--- config.mk ---
export PLATFORM = sky130hd
export DESIGN_NAME = mcpu_cu_ext
export DESIGN_NICKNAME = d
export VERILOG_FILES = /design/src/rtl/mcpu_pkg.sv /design/src/rtl/mcpu_op_decode.sv /design/src/rtl/mcpu_cu_ext.sv
export SDC_FILE = /design/constraint.sdc
export NUM_CORES = 1
export LEC_CHECK = 0
export CAP_MARGIN = 20
export CORE_MARGIN = 10
export CORE_UTILIZATION = 36
export CTS_CLUSTER_SIZE = 14
export DETAILED_ROUTE_END_ITERATION = 10
export HOLD_SLACK_MARGIN = 0.05
export PLACE_DENSITY = 0.74
export RECOVER_POWER = 50
export REMOVE_ABC_BUFFERS = 1
export SYNTH_ARGS = -nofsm -noshare
export SYNTH_HDL_FRONTEND = slang
export SYNTH_HIERARCHICAL = 1
export SYNTH_SLANG_ARGS = --single-unit
--- constraint.sdc ---
create_clock -name clk -period 1.1 [get_ports clk]
set_input_delay 0.11 -clock clk [delete_from_list [all_inputs] [get_ports clk]]
set_output_delay 0.11 -clock clk [all_outputs]
set_load 0.02 [all_outputs]
--- src/rtl/mcpu_pkg.sv ---
// Shared definitions for the extended multicycle CPU control unit:
// opcode/func constants, FSM state encoding, datapath select encodings.
package mcpu_pkg;

    localparam logic [5:0] OP_RTYPE = 6'b000000;
    localparam logic [5:0] OP_J     = 6'b000010;
    localparam logic [5:0] OP_JAL   = 6'b000011;
    localparam logic [5:0] OP_BEQ   = 6'b000100;
    localparam logic [5:0] OP_BNE   = 6'b000101;
    localparam logic [5:0] OP_ADDI  = 6'b001000;
    localparam logic [5:0] OP_LW    = 6'b100011;
    localparam logic [5:0] OP_SW    = 6'b101011;

    localparam logic [5:0] FN_JR    = 6'b001000;

    typedef enum logic [3:0] {
        S_FETCH   = 4'd0,
        S_DECODE  = 4'd1,
        S_MEMADR  = 4'd2,
        S_MEMRD   = 4'd3,
        S_MEMWB   = 4'd4,
        S_MEMWR   = 4'd5,
        S_EXEC    = 4'd6,
        S_ALUWB   = 4'd7,
        S_BEQ     = 4'd8,
        S_JMP     = 4'd9,
        S_ADDI_EX = 4'd10,
        S_ADDI_WB = 4'd11,
        S_JAL     = 4'd12,
        S_JR      = 4'd13,
        S_BNE     = 4'd14
    } state_t;

    typedef enum logic [1:0] {MTOR_ALU = 2'b00, MTOR_MDR = 2'b01, MTOR_PC = 2'b10} mtor_e;
    typedef enum logic [1:0] {RDST_RT = 2'b00, RDST_RD = 2'b01, RDST_R31 = 2'b10} rdst_e;
    typedef enum logic [1:0] {ALUB_B = 2'b00, ALUB_4 = 2'b01, ALUB_IMM = 2'b10, ALUB_IMM_SH = 2'b11} alub_e;
    typedef enum logic [1:0] {ALUOP_ADD = 2'b00, ALUOP_SUB = 2'b01, ALUOP_FUNC = 2'b10} aluop_e;
    typedef enum logic [1:0] {PCS_ALU = 2'b00, PCS_T = 2'b01, PCS_JUMP = 2'b10, PCS_REGA = 2'b11} pcs_e;

    // One-hot instruction class produced by the decoder.
    typedef struct packed {
        logic mem;
        logic rtype;
        logic jr;
        logic beq;
        logic bne;
        logic j;
        logic jal;
        logic addi;
        logic illegal;
    } instr_class_t;

    typedef struct packed {
        logic   pcw;
        logic   pcwc;
        logic   brne;
        logic   iord;
        logic   mr;
        logic   mw;
        logic   irw;
        logic   regw;
        logic   alusela;
        logic   tw;
        mtor_e  mtor;
        rdst_e  rdst;
        alub_e  aluselb;
        aluop_e aluop;
        pcs_e   pcs;
        logic   instr_done;
        logic   illegal;
    } ctrl_t;

    // Address computation shared by MEMADR, MEMRD and MEMWR.
    function automatic ctrl_t ctrl_memadr();
        ctrl_t c;
        c         = '0;
        c.alusela = 1'b1;
        c.aluselb = ALUB_IMM;
        c.iord    = 1'b1;
        return c;
    endfunction

endpackage

--- src/rtl/mcpu_op_decode.sv ---
// Combinational op/func decoder: maps the instruction fields to a one-hot
// instruction class; extended ops fold into the illegal class when disabled.
module mcpu_op_decode
    import mcpu_pkg::*;
#(
    parameter bit EXT_OPS = 1'b1
) (
    input  logic [5:0]   op,
    input  logic [5:0]   func,
    output instr_class_t cls
);

    always_comb begin
        cls = '0;
        case (op)
            OP_RTYPE: begin
                if (func == FN_JR) begin
                    if (EXT_OPS) cls.jr      = 1'b1;
                    else         cls.illegal = 1'b1;
                end else begin
                    cls.rtype = 1'b1;
                end
            end
            OP_LW, OP_SW: cls.mem = 1'b1;
            OP_BEQ:       cls.beq = 1'b1;
            OP_J:         cls.j   = 1'b1;
            OP_BNE: begin
                if (EXT_OPS) cls.bne     = 1'b1;
                else         cls.illegal = 1'b1;
            end
            OP_JAL: begin
                if (EXT_OPS) cls.jal     = 1'b1;
                else         cls.illegal = 1'b1;
            end
            OP_ADDI: begin
                if (EXT_OPS) cls.addi    = 1'b1;
                else         cls.illegal = 1'b1;
            end
            default: cls.illegal = 1'b1;
        endcase
    end

endmodule

--- src/rtl/mcpu_cu_ext.sv ---
// Moore-style multicycle CPU control unit with ADDI/BNE/JAL/JR, memory-ready
// wait states, a retire strobe and illegal-opcode detection.
module mcpu_cu_ext
    import mcpu_pkg::*;
#(
    parameter bit MEM_WAIT_EN = 1'b1,
    parameter bit EXT_OPS     = 1'b1
) (
    input  logic       clk,
    input  logic       rst_n,
    input  logic [5:0] op,
    input  logic [5:0] func,
    input  logic       mem_rdy,
    output logic       pcw,
    output logic       pcwc,
    output logic       brne,
    output logic       iord,
    output logic       mr,
    output logic       mw,
    output logic       irw,
    output logic       regw,
    output logic       alusela,
    output logic       tw,
    output logic [1:0] mtor,
    output logic [1:0] rdst,
    output logic [1:0] aluselb,
    output logic [1:0] aluop,
    output logic [1:0] pcs,
    output logic       instr_done,
    output logic       illegal,
    output logic [3:0] state_o
);

    state_t       state_q;
    state_t       state_d;
    logic         is_lw_q;
    logic         rdy;
    instr_class_t cls;
    ctrl_t        c;
    ctrl_t        ctrl;

    assign rdy = MEM_WAIT_EN ? mem_rdy : 1'b1;

    mcpu_op_decode #(.EXT_OPS(EXT_OPS)) u_decode (
        .op   (op),
        .func (func),
        .cls  (cls)
    );

    // NOTE: state registers use non-blocking assignments so every flop samples
    // pre-edge values; the async reset branch must be the first test.
    always_ff @(posedge clk or negedge rst_n) begin
        if (!rst_n) begin
            state_q <= S_FETCH;
            is_lw_q <= 1'b0;
        end else begin
            state_q <= state_d;
            // LW/SW direction is latched in DECODE so later op changes are ignored.
            if (state_q == S_DECODE) is_lw_q <= (op == OP_LW);
        end
    end

    // NOTE: every signal written here gets a default first, so no path can
    // leave one unassigned and infer a latch.
    always_comb begin
        c       = '0;
        state_d = S_FETCH;
        case (state_q)
            S_FETCH: begin
                c.mr      = 1'b1;
                c.aluselb = ALUB_4;
                c.irw     = rdy;
                c.pcw     = rdy;
                state_d   = rdy ? S_DECODE : S_FETCH;
            end
            S_DECODE: begin
                c.aluselb = ALUB_IMM_SH;
                c.tw      = 1'b1;
                c.illegal = cls.illegal;
                if      (cls.mem)   state_d = S_MEMADR;
                else if (cls.rtype) state_d = S_EXEC;
                else if (cls.jr)    state_d = S_JR;
                else if (cls.beq)   state_d = S_BEQ;
                else if (cls.bne)   state_d = S_BNE;
                else if (cls.j)     state_d = S_JMP;
                else if (cls.addi)  state_d = S_ADDI_EX;
                else if (cls.jal)   state_d = S_JAL;
                else                state_d = S_FETCH;
            end
            S_MEMADR: begin
                c       = ctrl_memadr();
                state_d = is_lw_q ? S_MEMRD : S_MEMWR;
            end
            S_MEMRD: begin
                c       = ctrl_memadr();
                c.mr    = 1'b1;
                state_d = rdy ? S_MEMWB : S_MEMRD;
            end
            S_MEMWB: begin
                c.mtor       = MTOR_MDR;
                c.rdst       = RDST_RT;
                c.regw       = 1'b1;
                c.instr_done = 1'b1;
            end
            S_MEMWR: begin
                c            = ctrl_memadr();
                c.mw         = 1'b1;
                c.instr_done = rdy;
                state_d      = rdy ? S_FETCH : S_MEMWR;
            end
            S_EXEC, S_ALUWB: begin
                c.alusela = 1'b1;
                c.aluop   = ALUOP_FUNC;
                if (state_q == S_ALUWB) begin
                    c.rdst       = RDST_RD;
                    c.regw       = 1'b1;
                    c.instr_done = 1'b1;
                end else begin
                    state_d = S_ALUWB;
                end
            end
            S_BEQ, S_BNE: begin
                c.alusela    = 1'b1;
                c.aluop      = ALUOP_SUB;
                c.pcwc       = 1'b1;
                c.pcs        = PCS_T;
                c.brne       = (state_q == S_BNE);
                c.instr_done = 1'b1;
            end
            S_JMP: begin
                c.pcw        = 1'b1;
                c.pcs        = PCS_JUMP;
                c.instr_done = 1'b1;
            end
            S_ADDI_EX, S_ADDI_WB: begin
                c.alusela = 1'b1;
                c.aluselb = ALUB_IMM;
                if (state_q == S_ADDI_WB) begin
                    c.regw       = 1'b1;
                    c.instr_done = 1'b1;
                end else begin
                    state_d = S_ADDI_WB;
                end
            end
            S_JAL: begin
                // PC already holds PC+4, which is what gets linked into $31.
                c.pcw        = 1'b1;
                c.pcs        = PCS_JUMP;
                c.regw       = 1'b1;
                c.rdst       = RDST_R31;
                c.mtor       = MTOR_PC;
                c.instr_done = 1'b1;
            end
            S_JR: begin
                c.pcw        = 1'b1;
                c.pcs        = PCS_REGA;
                c.instr_done = 1'b1;
            end
            default: begin
                c       = '0;
                state_d = S_FETCH;
            end
        endcase
    end

    // Outputs are forced low during reset so no memory or PC write can occur.
    assign ctrl    = rst_n ? c : '0;
    assign state_o = rst_n ? state_q : 4'd0;

    assign pcw        = ctrl.pcw;
    assign pcwc       = ctrl.pcwc;
    assign brne       = ctrl.brne;
    assign iord       = ctrl.iord;
    assign mr         = ctrl.mr;
    assign mw         = ctrl.mw;
    assign irw        = ctrl.irw;
    assign regw       = ctrl.regw;
    assign alusela    = ctrl.alusela;
    assign tw         = ctrl.tw;
    assign mtor       = ctrl.mtor;
    assign rdst       = ctrl.rdst;
    assign aluselb    = ctrl.aluselb;
    assign aluop      = ctrl.aluop;
    assign pcs        = ctrl.pcs;
    assign instr_done = ctrl.instr_done;
    assign illegal    = ctrl.illegal;

endmodule
# Word level (Yosys, flattened, before mapping)
# Index checks and enable logic that the tools add are counted.
totals:
  reg_bits: 5
  latch_bits: 0
  ram_bits: 0
  rom_bits: 0
  inputBits: 15
  output_inout_bits: 26
  mem_count: 0
classes:
  n_addsub: 0
  multipliers: 0
  div_mod_pow: 0
  n_lt_le_gt_ge: 0
  eq_ne: 22
  n_shift: 0
  mux: 46
  n_bitwise: 0
  n_reduce_logical: 15
op_table:
  columns: ["operator", "count"]
  rows:
  - ["4-bit two-way mux", 10]
  - ["4-bit == test (second input constant)", 7]
  - ["4-bit case mux with 7 select lines", 1]
  - ["22-bit two-way mux", 1]
  - ["1-bit two-way mux", 20]
  - ["4-bit by 3-bit == test with 1-bit output (second input constant)", 4]
  - ["2-bit OR reduction", 7]
  - ["6-bit by 2-bit == test with 1-bit output (second input constant)", 2]
  - ["6-bit by 3-bit == test with 1-bit output (second input constant)", 2]
  - ["6-bit by 4-bit == test with 1-bit output (second input constant)", 2]
  - ["6-bit == test (second input constant)", 2]
  - ["3-bit two-way mux", 4]
  - ["2-bit case mux with 2 select lines", 3]
  - ["2-bit case mux with 3 select lines", 2]
  - ["9-bit OR reduction", 1]
  - ["4-bit by 2-bit == test with 1-bit output (second input constant)", 2]
  - ["8-bit OR reduction", 1]
  - ["6-bit zero test", 1]
  - ["3-bit OR reduction", 2]
  - ["6-bit OR reduction", 1]
  - ["5-bit OR reduction", 1]
  - ["4-bit by 1-bit == test with 1-bit output (second input constant)", 1]
  - ["4-bit zero test", 1]
  - ["2-bit two-way mux", 2]
  - ["other kinds (3)", 3]

# Depth between registers and ports, before layout
logic_depth:
  ltp_word: 11
  depth_mapped: 7
  ltp_nobuf: 7

# Cells and area by module
# Netlist, hierarchy kept.
modules_own_cells:
  columns: ["module", "instances", "cells_each", "area_each_um2"]
  rows:
  - ["mcpu_cu_ext", 1, 108, 710.7]
  - ["mcpu_op_decode", 1, 24, 167.7]

# Worst setup path after synthesis
# Ideal clock, no wire load.
synth_timing:
  kind: "in2reg"
  start: "input port op[3]"
  end: "register state_q[2]"
  setup_time_ps: 138
  arrival_ps: 1532
  required_time_ps: 962
  slack_ps: -570
  cell_stages: 5
  n_path_buf: 0
  cell_sequence: "or4b_1 nor3_1 nor3_1 a2111oi_0 o32ai_1"
synth_rtl:
  columns: ["element", "line_no", "text"]
  rows:
  - ["start: declaration", "mcpu_cu_ext.sv:11", "input logic [5:0] op,"]
  - ["end signal: assignment", "mcpu_cu_ext.sv:57", "state_q <= state_d;"]
  - ["end: declaration", "mcpu_cu_ext.sv:34", "state_t state_q;"]

# Worst setup path in the final report
layout_timing:
  start: "register state_q[2]"
  end: "output port alusela"
layout_via:
  elab_chain_cells: 4
layout_rtl:
  columns: ["element", "line_no", "text"]
  rows:
  - ["4-bit by 3-bit == test with 1-bit output, or another cell as far along", "mcpu_cu_ext.sv:68", "case (state_q)"]
  - ["9-bit OR reduction (no line) (*)", null, null]
  - ["1-bit two-way mux (*)", "mcpu_cu_ext.sv:68", null]
  - ["22-bit two-way mux (*)", "mcpu_cu_ext.sv:167", "assign ctrl = rst_n ? c : '0;"]
  - ["end: declaration", "mcpu_cu_ext.sv:22", "output logic alusela,"]
# Every way passes the cells marked *; elsewhere a longest branch is shown, timed or not.

==> results_dict.tcl <==
set metrics [dict create \
    outcome "finished, violations left" \
    violations "setup timing" \
    nets 243 \
    place.gp.congestion 0.887 \
    path_max_fanout 12 \
    setup_tns_ns -12.96 \
    slowest_stage "dfrtp_1" \
    fp.dieW_um 69.4 \
    yosysUniqueCellTypes 45 \
    cts_root_buffer "clkbuf_4" \
    post_drt_wl_per_cell_um 22.7 \
    syn_area_per_cell_um2 6.65 \
    grt_max_degree 13 \
    fin_ws_ns -0.616 \
    rows 17 \
    worstHoldPathType "input pin to flop" \
    die_y_um 69.4 \
    setup_viol_count_final 31 \
    cp_data_required_time_ns 0.99 \
    clk-insertion-delay-late_ns 0.26 \
    synth_most_common_cell "nor2_1" \
    drv_cap 0 \
    worstSetupEndpointType "output pin" \
    yosys_warnings 6 \
    cp-start-kind "flop" \
    maxSlewHeadroom_pct 77.0 \
    p_leak_nw 0.953 \
    drc 0 \
    clkSinkCount 5 \
    ios 41 \
    area_delta_synth_final_pct 139 \
    hpwl_mm 2.81 \
    grt_use_total_pct 17.7 \
    dieArea_mm2 0.00482 \
    cts_tree "yes" \
    grt_antenna_before_repair 0 \
    cp.arrival_ns 1.61 \
    core-area_mm2 0.00228 \
    grt_pass1_wl_mm 7.38 \
    cellPowerDensity_mw_per_mm2 878 \
    post_drt_via_cell_ratio 6.13 \
    grt_overflow 0 \
    r2r_slack_ns -0.51 \
    async_flop_share_pct 100 \
    p_seq_share_pct 13.1 \
    hold_viol 0 \
    synth_seq_area_share_pct 14.2 \
    synth_edf_count 0 \
    swShare_pct 46.1 \
    min_from "op[3]" \
    numCtsBuffers 3 \
    io_buffers 40 \
    start_util_pct 38.6 \
    ys_seq_elements 5 \
    grt_pass1_vias 1497 \
    synth_top_area_share_pct 14.2 \
    finalCritPeriodShare_pct 156 \
    hold_path_depth 5 \
    r2r-start "state_q[1]$_DFF_PN0_" \
    crit_type "flop to output pin" \
    drt_pass1_iterations 4 \
    synthTopCellsByCount "nor2_1 (16), nand2_1 (14), o21ai_0 (10)" \
    final_antenna_net_count 0 \
    synth_area_um2 878 \
    synth_area_leaders "dfrtp_1 (14%), nor2_1 (6.8%), nand2_1 (6.0%), o21ai_0 (5.7%), and2_1 (5.0%)" \
    maxSlewViolCount 0 \
    ir_drop_mv 0.789 \
    pwr-share-comb_pct 74.0 \
    intPower_uw 995 \
    r2r-end "state_q[2]$_DFF_PN0_" \
    path_clk_slew_ns 0.06 \
    ys.flop_type "dfrtp_1" \
    rsz0062_at_grt "true" \
    drt-initial-drc-count 135 \
    critical_path.max_stage_delay_ns 0.41 \
    diodes 0 \
    clkPwrFrac_pct 13.0 \
    fillCellCount 87 \
    r2r_cells 7 \
    power.switching_uw 849 \
    layout-drive-gt1-share_pct 70.0 \
    synth_cells 132 \
    tightest_slew_ns 0.345 \
    holdPathEnd "is_lw_q$_DFFE_PN0N_" \
    crit_path_cell_trace "buf_12 > nor2b_4 > a21oi_2 > o21ai_1 > and2_1 > buf_6" \
    clock_path_buffers 2 \
    wl_mm 5.80 \
    multi_input_area_mm2 0.00100 \
    period_minus_slack_ns 1.72 \
    max_freq_mhz 583 \
    total_power_mw 1.84 \
    yosysTopAreaCell "dfrtp_1" \
    vias 1563 \
    seq_area_um2 129 \
    htree_levels 1 \
    skew_ns 0.0195 \
]
## flip-flops by register name, summed over array words and instances, names as in the netlist
| register | count |
|---|---|
| state_q | 4 |
| is_lw_q | 1 |
## final cells by class
| class | count | area share [%] |
|---|---|---|
| clock buffer | 4 | 1.25 |
| tap | 28 | 1.67 |
| multi-input combinational | 115 | 47.6 |
| timing repair buffer | 99 | 42.2 |
| inverter | 4 | 1.13 |
| sequential | 5 | 6.13 |
## layer usage
layer	wire, um	track usage [%]	vias to the layer above
met2	2880	32.5	123
li1	-	-	665
met4	300	2.00	0
met3	525	4.28	31
met1	2100	20.3	744
met5	0	0	-
## metrics by stage
stage,setup WS [ns],util [%],hold WS (ns),cell area [um2],instances
floorplan,-0.576,-,-0.186,823,124
global placement,-1.03,70.7,0.499,1610,237
detailed placement,-1.13,70.7,0.506,1610,237
CTS,-0.474,82.4,0.284,1870,249
global route,-0.634,92.3,0.359,2100,255
finish,-0.616,92.3,0.348,2100,255
## cell families after synthesis
family / after synthesis / synth area share, %
AO/OA/AOI/OAI: 32 / 22.7
buffers and inverters: 12 / 7.98
flip-flops: 5 / 14.2
AND/OR/NAND/NOR: 83 / 55.1
## power by group through the flow
stage / Sequential [mW] / Combinational [mW] / Clock, mW
CTS: 0.231 / 1.07 / 0.219
floorplan: 0.268 / 0.362 / 0
global placement: 0.232 / 0.888 / 0
detailed placement: 0.231 / 0.907 / 0
finish: 0.241 / 1.36 / 0.239
global route: 0.241 / 1.41 / 0.258
## worst max path at each step
stage | depth (start not counted) | to | start
after global routing | 6 | alusela | state_q[2]$_DFF_PN0_
after global placement | 6 | state_q[2]$_DFF_PN0_ | op[3]
final | 6 | alusela | state_q[2]$_DFF_PN0_
after detailed placement | 6 | state_q[2]$_DFF_PN0_ | op[3]
after CTS | 4 | pcs[0] | state_q[1]$_DFF_PN0_
after floorplan | 5 | state_q[2]$_DFF_PN0_ | op[3]
## critical path, delay by kind of cell (launching register included)
family / cells / cell delay [ns]
simple gates: 2 / 0.33
buf+inv: 2 / 0.30
compound gates: 2 / 0.31
flops: 1 / 0.41
## cells in the final DEF (no fill, tap or decap), drive strengths merged, types with 2 or more instances in the layout
cell            n
nand3           2
clkdlybuf4s50   5
clkbuf          5
nor4b           3
nand2          14
dlygate4sd2     2
and2            7
o21ai          11
inv             3
buf            88
and2b           3
nor2b           7
nor3            8
nor3b           4
a21oi           9
dlymetal6s2s    3
dfrtp           5
and3            3
nor2           17
o31a            2
nand2b          4
nor4            5
## timing repair
| item | in CTS | in global routing |
|---|---|---|
| buffers inserted | 8 | 6 |
| endpoints found under the setup margin | 31 | 31 |
| pin swaps | 17 | 9 |
| hold buffers | 0 | 0 |
| resized for setup | 230 | 51 |
No activity file was read; power rests on OpenSTA's default activity.
